--- src/rtl/hm01b0_ingester.sv ---
// HM01B0 pixel-stream ingester: tracks column/row from hsync/vsync and writes
// each pixel into a double-banked strip buffer feeding the 8x8 block stage.
module hm01b0_ingester #(
  parameter int WIDTH      = 320,
  parameter int HEIGHT     = 240,
  parameter int STRIP_ROWS = 8,
  parameter int ADDR_WIDTH = 12
) (
  input  logic                  clock,
  input  logic                  nreset,
  input  logic [7:0]            hm01b0_pixdata,
  input  logic                  hm01b0_hsync,
  input  logic                  hm01b0_vsync,
  output logic                  buf_we,
  output logic                  buf_bank,
  output logic [ADDR_WIDTH-1:0] buf_addr,
  output logic [7:0]            buf_wdata,
  output logic                  strip_done,
  output logic                  frame_start,
  output logic                  frame_end,
  output logic                  line_error,
  output logic                  frame_error
);

  localparam int CW = $clog2(WIDTH + 1);
  localparam int RW = $clog2(HEIGHT + 1);
  localparam int SW = (STRIP_ROWS > 1) ? $clog2(STRIP_ROWS) : 1;

  localparam logic [CW-1:0]         COL_MAX   = CW'(WIDTH);
  localparam logic [CW-1:0]         COL_LAST  = CW'(WIDTH - 1);
  localparam logic [RW-1:0]         ROW_MAX   = RW'(HEIGHT);
  localparam logic [SW-1:0]         SROW_LAST = SW'(STRIP_ROWS - 1);
  localparam logic [ADDR_WIDTH-1:0] ROW_STEP  = ADDR_WIDTH'(WIDTH);

  localparam logic [1:0] SYNC_WAIT = 2'd0;
  localparam logic [1:0] IDLE      = 2'd1;
  localparam logic [1:0] ACTIVE    = 2'd2;

  logic [7:0] pix_q;
  logic       hs_q, vs_q, hs_prev_q, vs_prev_q;

  logic [1:0]            state_q, state_d;
  logic [CW-1:0]         col_q, col_d;
  logic [RW-1:0]         row_q, row_d;
  logic [SW-1:0]         srow_q, srow_d;
  logic [ADDR_WIDTH-1:0] base_q, base_d;
  logic                  bank_q, bank_d;
  logic                  fs_arm_q, fs_arm_d;

  logic                  we_q, we_d;
  logic                  obank_q, obank_d;
  logic [ADDR_WIDTH-1:0] addr_q, addr_d;
  logic [7:0]            wdata_q, wdata_d;
  logic                  sd_q, sd_d;
  logic                  fs_q, fs_d;
  logic                  fe_q, fe_d;
  logic                  lerr_q, lerr_d;
  logic                  ferr_q, ferr_d;

  logic hs_fall_s, vs_fall_s, vs_rise_s, active_s, fs_arm_s;

  assign hs_fall_s = hs_prev_q & ~hs_q;
  assign vs_fall_s = vs_prev_q & ~vs_q;
  assign vs_rise_s = vs_q & ~vs_prev_q;
  assign active_s  = (state_q == ACTIVE) | ((state_q == IDLE) & vs_rise_s);
  assign fs_arm_s  = fs_arm_q | ((state_q == IDLE) & vs_rise_s);

  // Input capture; vsync history resets high so a frame in progress at reset
  // release is never mistaken for a fresh rising edge.
  always_ff @(posedge clock or negedge nreset) begin
    if (!nreset) begin
      pix_q     <= 8'd0;
      hs_q      <= 1'b0;
      vs_q      <= 1'b1;
      hs_prev_q <= 1'b0;
      vs_prev_q <= 1'b1;
    end else begin
      pix_q     <= hm01b0_pixdata;
      hs_q      <= hm01b0_hsync;
      vs_q      <= hm01b0_vsync;
      hs_prev_q <= hs_q;
      vs_prev_q <= vs_q;
    end
  end

  // Next-state logic for position tracking, buffer writes and error flags.
  always_comb begin
    state_d  = state_q;
    col_d    = col_q;
    row_d    = row_q;
    srow_d   = srow_q;
    base_d   = base_q;
    bank_d   = bank_q;
    fs_arm_d = fs_arm_q;
    we_d     = 1'b0;
    obank_d  = bank_q;
    addr_d   = addr_q;
    wdata_d  = wdata_q;
    sd_d     = 1'b0;
    fs_d     = 1'b0;
    fe_d     = 1'b0;
    lerr_d   = lerr_q;
    ferr_d   = ferr_q;

    case (state_q)
      SYNC_WAIT: begin
        col_d  = '0;
        row_d  = '0;
        srow_d = '0;
        base_d = '0;
        bank_d = 1'b0;
        if (!vs_q) begin
          state_d = IDLE;
        end else begin
          state_d = SYNC_WAIT;
        end
      end
      IDLE: begin
        if (vs_rise_s) begin
          state_d  = ACTIVE;
          fs_arm_d = 1'b1;
        end else begin
          state_d = IDLE;
        end
      end
      ACTIVE: begin
        state_d = ACTIVE;
      end
      default: begin
        state_d = SYNC_WAIT;
      end
    endcase

    if (active_s && hs_q && vs_q) begin
      if (row_q >= ROW_MAX) begin
        ferr_d = 1'b1;
      end else if (col_q >= COL_MAX) begin
        lerr_d = 1'b1;
      end else begin
        we_d    = 1'b1;
        addr_d  = base_q + ADDR_WIDTH'(col_q);
        wdata_d = pix_q;
        col_d   = col_q + CW'(1);
        if (fs_arm_s) begin
          fs_d     = 1'b1;
          fs_arm_d = 1'b0;
          lerr_d   = 1'b0;
          ferr_d   = 1'b0;
        end else begin
          fs_d = 1'b0;
        end
        if ((col_q == COL_LAST) && (srow_q == SROW_LAST)) begin
          sd_d   = 1'b1;
          bank_d = ~bank_q;
        end else begin
          sd_d = 1'b0;
        end
      end
    end else begin
      we_d = 1'b0;
    end

    // Line close precedes the frame check so a coincident vsync fall sees the updated row.
    if ((state_q == ACTIVE) && hs_fall_s) begin
      if (col_q != COL_MAX) begin
        lerr_d = 1'b1;
      end else begin
        lerr_d = lerr_d;
      end
      col_d = '0;
      if (row_q < ROW_MAX) begin
        row_d = row_q + RW'(1);
        if (srow_q == SROW_LAST) begin
          srow_d = '0;
          base_d = '0;
        end else begin
          srow_d = srow_q + SW'(1);
          base_d = base_q + ROW_STEP;
        end
      end else begin
        row_d = row_q;
      end
    end else begin
      col_d = col_d;
    end

    if ((state_q == ACTIVE) && vs_fall_s) begin
      fe_d = 1'b1;
      if ((row_d != ROW_MAX) || hs_q || lerr_d) begin
        ferr_d = 1'b1;
      end else begin
        ferr_d = ferr_d;
      end
      state_d  = IDLE;
      fs_arm_d = 1'b0;
      col_d    = '0;
      row_d    = '0;
      srow_d   = '0;
      base_d   = '0;
      bank_d   = 1'b0;
    end else begin
      fe_d = 1'b0;
    end
  end

  // State, counters and registered outputs.
  always_ff @(posedge clock or negedge nreset) begin
    if (!nreset) begin
      state_q  <= SYNC_WAIT;
      col_q    <= '0;
      row_q    <= '0;
      srow_q   <= '0;
      base_q   <= '0;
      bank_q   <= 1'b0;
      fs_arm_q <= 1'b0;
      we_q     <= 1'b0;
      obank_q  <= 1'b0;
      addr_q   <= '0;
      wdata_q  <= 8'd0;
      sd_q     <= 1'b0;
      fs_q     <= 1'b0;
      fe_q     <= 1'b0;
      lerr_q   <= 1'b0;
      ferr_q   <= 1'b0;
    end else begin
      state_q  <= state_d;
      col_q    <= col_d;
      row_q    <= row_d;
      srow_q   <= srow_d;
      base_q   <= base_d;
      bank_q   <= bank_d;
      fs_arm_q <= fs_arm_d;
      we_q     <= we_d;
      obank_q  <= obank_d;
      addr_q   <= addr_d;
      wdata_q  <= wdata_d;
      sd_q     <= sd_d;
      fs_q     <= fs_d;
      fe_q     <= fe_d;
      lerr_q   <= lerr_d;
      ferr_q   <= ferr_d;
    end
  end

  assign buf_we      = we_q;
  assign buf_bank    = obank_q;
  assign buf_addr    = addr_q;
  assign buf_wdata   = wdata_q;
  assign strip_done  = sd_q;
  assign frame_start = fs_q;
  assign frame_end   = fe_q;
  assign line_error  = lerr_q;
  assign frame_error = ferr_q;

endmodule

--- config.mk ---
export PLATFORM = sky130hd
export DESIGN_NAME = hm01b0_ingester
export DESIGN_NICKNAME = d
export VERILOG_FILES = /design/src/rtl/hm01b0_ingester.sv
export SDC_FILE = /design/constraint.sdc
export NUM_CORES = 1
export LEC_CHECK = 0
export BUFFER_PORTS_ARGS = -buffer_cell sky130_fd_sc_hd__buf_2
export CAP_MARGIN = 40
export CORE_ASPECT_RATIO = 0.9
export CORE_MARGIN = 3
export CORE_UTILIZATION = 58
export DETAILED_ROUTE_END_ITERATION = 8
export PLACE_DENSITY = 0.79
export SYNTH_ARGS = -nofsm -noshare
export SYNTH_HDL_FRONTEND = slang
export SYNTH_SLANG_ARGS = --single-unit
--- constraint.sdc ---
create_clock -name clock -period 2.4 [get_ports clock]
set_input_delay 0.12 -clock clock [delete_from_list [all_inputs] [get_ports clock]]
set_output_delay 0.12 -clock clock [all_outputs]
set_load 0.01 [all_outputs]
==> results.toml <==
[cts]
clk_latency_ns = 0.34
clkSinkCount = 75
cts_tree = "built"
path_clk_slew_ns = 0.08
cts_root_buffer = "clkbuf_8"
cts.path.max_buffers = 2
htreeDepth = 3
numCtsBuffers = 9
postCtsSetupBuffers = 0

[worst_setup_path]
timing.rr.end = "frame_error"
arrival_ns = 2.47
endpoint = "frame_error"
critPathRequiredTime_ns = 2.61
worstSetupPathType = "reg -> reg"
worst_setup_path_start_kind = "register"
path_max_fanout = 7
cp_cell_sequence = "and4bb_4 -> and3_1 -> a41oi_1 -> a311oi_2 -> nand4_1 -> o31ai_2 -> o211ai_1"
rr_worst_depth = 7
max_stage_delay_ns = 0.45
slowest_stage = "dfrtp_1"
crit_start = "hs_q"
crit-reg2reg-launch = "hs_q"
r2r_slack_ns = 0.14
critPathCaptureType = "register"

[timing]
tightest_slew_ns = 0.601
setup_viol = 0
slew_headroom_pct = 59.8
fmax_ghz = 0.442
grt_setup_unrepaired = "true"
skew_ns = 0.00816
period_needed_ns = 2.26
setup_ws_ns = 0.136
hold_viol = 0
slew_viol_final = 0
post-route-period-util_pct = 94.3

[synthesis]
async_flop_share_pct = 100
syn_area_per_cell_um2 = 10.2
postSynthCellCount = 347
syn_nets = 375
yosys_warnings = 0
yosysUniqueCellTypes = 56
synth-seq-cells = 75
synth_edf_count = 0
synthFlopType = "dfrtp_1"
ys_seq_area_share_pct = 53.3
syn_area_um2 = 3530

[route]
drtIter0Drc = 157
first_pass_iters = 5
vias_per_cell = 5.57
wire_per_inst_um = 14.6
final_antenna_net_count = 0
drc = 0
wl_mm = 6.97
vias = 2653

[global_routing]
grt_max_degree = 60
antenna_found_initial = 0
grt_pass1_vias = 2633
overflow = 0
grt_use_total_pct = 22.1
grt_pass1_wl_mm = 12.1

[die]
core_um2 = 5790
fp.dieH_um = 80.0
fp-row-count = 26
dieWidth_um = 88.2
start_util_pct = 60.9
die-area_um2 = 7050
io_pins = 39

[final_layout]
regArea_um2 = 1880
finalNonFillerCells = 476
fillers = 436
diodes = 0
multi_input_area_um2 = 1570
drive_gt1_share_pct = 19.2
areaGrowthSynthToFinish_pct = 19.3
nNetsFinal = 429

[hold_path]
min_path_type = "in -> async"

[placement]
place_congestion = 0.839
portBuffers = 38
placed_cells = 449
pre_cts_ws_ns = 0.0950
dp_hpwl_mm = 4.67

[run_status]
status = "finished clean"

[power]
p_sw_share_pct = 25.2
pwr-share-seq_pct = 46.0
leakage_nw = 2.07
clkPwrFrac_pct = 40.3
combPwrFrac_pct = 13.7
power.density_nw_per_um2 = 756
vdd_drop_max_mv = 0.582
p_int_mw = 2.38
power.switching_mw = 0.804

[flow_run]
cap_violations = 0
how the worst min path moves through the flow:
stage | slack, ns | from | endpoint | cells past startpoint
after detailed placement | 0.006 | nreset | buf_addr[9] | 1
after global placement | 0.23 | hm01b0_vsync | vs_q | 1
after CTS | 0.17 | nreset | base_q[5] | 2
final | 0.18 | nreset | base_q[5] | 2
after floorplan | -0.18 | nreset | bank_q | 0
after global routing | 0.21 | nreset | buf_addr[9] | 2
power groups by stage:
stage	Clock (mW)	Sequential, mW	Combinational [mW]
2_1_floorplan	0	1.51	0.211
3_3_place_gp	0	1.48	0.405
3_5_place_dp	0	1.48	0.430
4_1_cts	1.31	1.46	0.443
5_1_grt	1.37	1.48	0.491
6_report	1.28	1.47	0.435
routing by layer:
| metal | global-route usage [%] | vias up | part of all wire, % |
|---|---|---|---|
| li1 | - | 1303 | - |
| met1 | 29.4 | 1269 | 46 |
| met2 | 35.3 | 69 | 47 |
| met3 | 6.50 | 12 | 5.2 |
| met4 | 6.19 | 0 | 1.5 |
| met5 | 0 | - | 0 |
logic make-up after synthesis:
group	count (synthesis)	synth area share, %
simple gates	150	21.1
flops	75	53.3
compound gates	65	11.7
buf+inv	21	2.73
fa+ha+maj	16	5.89
xor+xnor	14	3.48
mux	6	1.84
what timing repair did:
action | 4_1_cts | 5_1_grt
setup endpoints to repair | 0 | 4
endpoints found under the hold margin | 83 | 0
hold buffers | 11 | 0
resized for setup | 0 | 4
state kept, by name, summed over array words and instances (netlist names), 2 cells and up:
name and flops:
base_q 12, state_q 2, srow_q 3, buf_wdata 8, buf_addr 12, row_q 8
col_q 9, pix_q 8
placed cells by master (no fill, tap or decap), types with 2 or more instances in the layout:
cell type       n
nand4_1         4
a21o_1          2
xnor2_1         6
a31oi_1         3
dlygate4sd3_1  11
or4bb_1         2
o21ai_1         2
buf_4           6
mux2_2          3
and2_1          8
ha_1           15
nor3_1          6
o31ai_1         2
bufinv_16       4
o211ai_1        3
o21ai_0        17
a311oi_1        3
or2_2           3
a22oi_1         2
nor2b_1         2
dfstp_2         2
mux2i_1         2
or3_1           3
and4_1          2
nand3_1         9
inv_1           8
a21oi_1        17
buf_2          37
nand2b_1        4
clkbuf_8       10
xor2_1          8
dfrtp_1        73
o21a_1          3
nand2_1        59
nor2_1         36
nor3b_2         2
worst max-delay path, delay by kind of cell (launching register included):
kind	cells	cell delay [ns]
and+or+nand+nor	3	0.84
AOI/OAI and AO/OA	4	0.84
DFF	1	0.45
layout make-up:
| type | instances | area share, % |
|---|---|---|
| multi-input cells | 251 | 37.2 |
| repair buffers | 55 | 8.74 |
| clock buffers | 10 | 3.27 |
| clock inverters | 6 | 3.24 |
| flip-flops and latches | 75 | 44.6 |
| well taps | 70 | 2.08 |
| inverters | 9 | 0.803 |
synth_stat cells, types with 3 or more instances:
library cell | n | area [um2]
a21oi_1 | 17 | 85.1
a311oi_1 | 4 | 35.0
a31oi_1 | 3 | 18.8
and2_1 | 8 | 50.1
clkbuf_1 | 8 | 30.0
dfrtp_1 | 73 | 1830
ha_1 | 15 | 188
inv_1 | 9 | 33.8
mux2_2 | 3 | 33.8
nand2_1 | 59 | 221
nand2b_1 | 4 | 25.0
nand3_1 | 9 | 45.0
nand4_1 | 4 | 25.0
nor2_1 | 36 | 135
nor3_1 | 6 | 30.0
o211ai_1 | 3 | 22.5
o21a_1 | 3 | 22.5
o21ai_0 | 17 | 85.1
or2_2 | 3 | 18.8
or3_1 | 3 | 18.8
xnor2_1 | 6 | 52.6
xor2_1 | 8 | 70.1
stage by stage:
| step | setup TNS, ns | total power [mW] | area (um2) | util [%] | hold WS, ns |
|---|---|---|---|---|---|
| after floorplan | 0 | 1.72 | 3530 | - | -0.176 |
| after global placement | 0 | 1.89 | 3790 | 65.4 | 0.226 |
| after detailed placement | 0 | 1.91 | 3810 | 65.9 | 0.00588 |
| after CTS | 0 | 3.21 | 4200 | 72.5 | 0.173 |
| after global routing | -0.0256 | 3.34 | 4210 | 72.7 | 0.206 |
| final | 0 | 3.18 | 4210 | 72.7 | 0.183 |
Power figures use the tool's default switching activity.
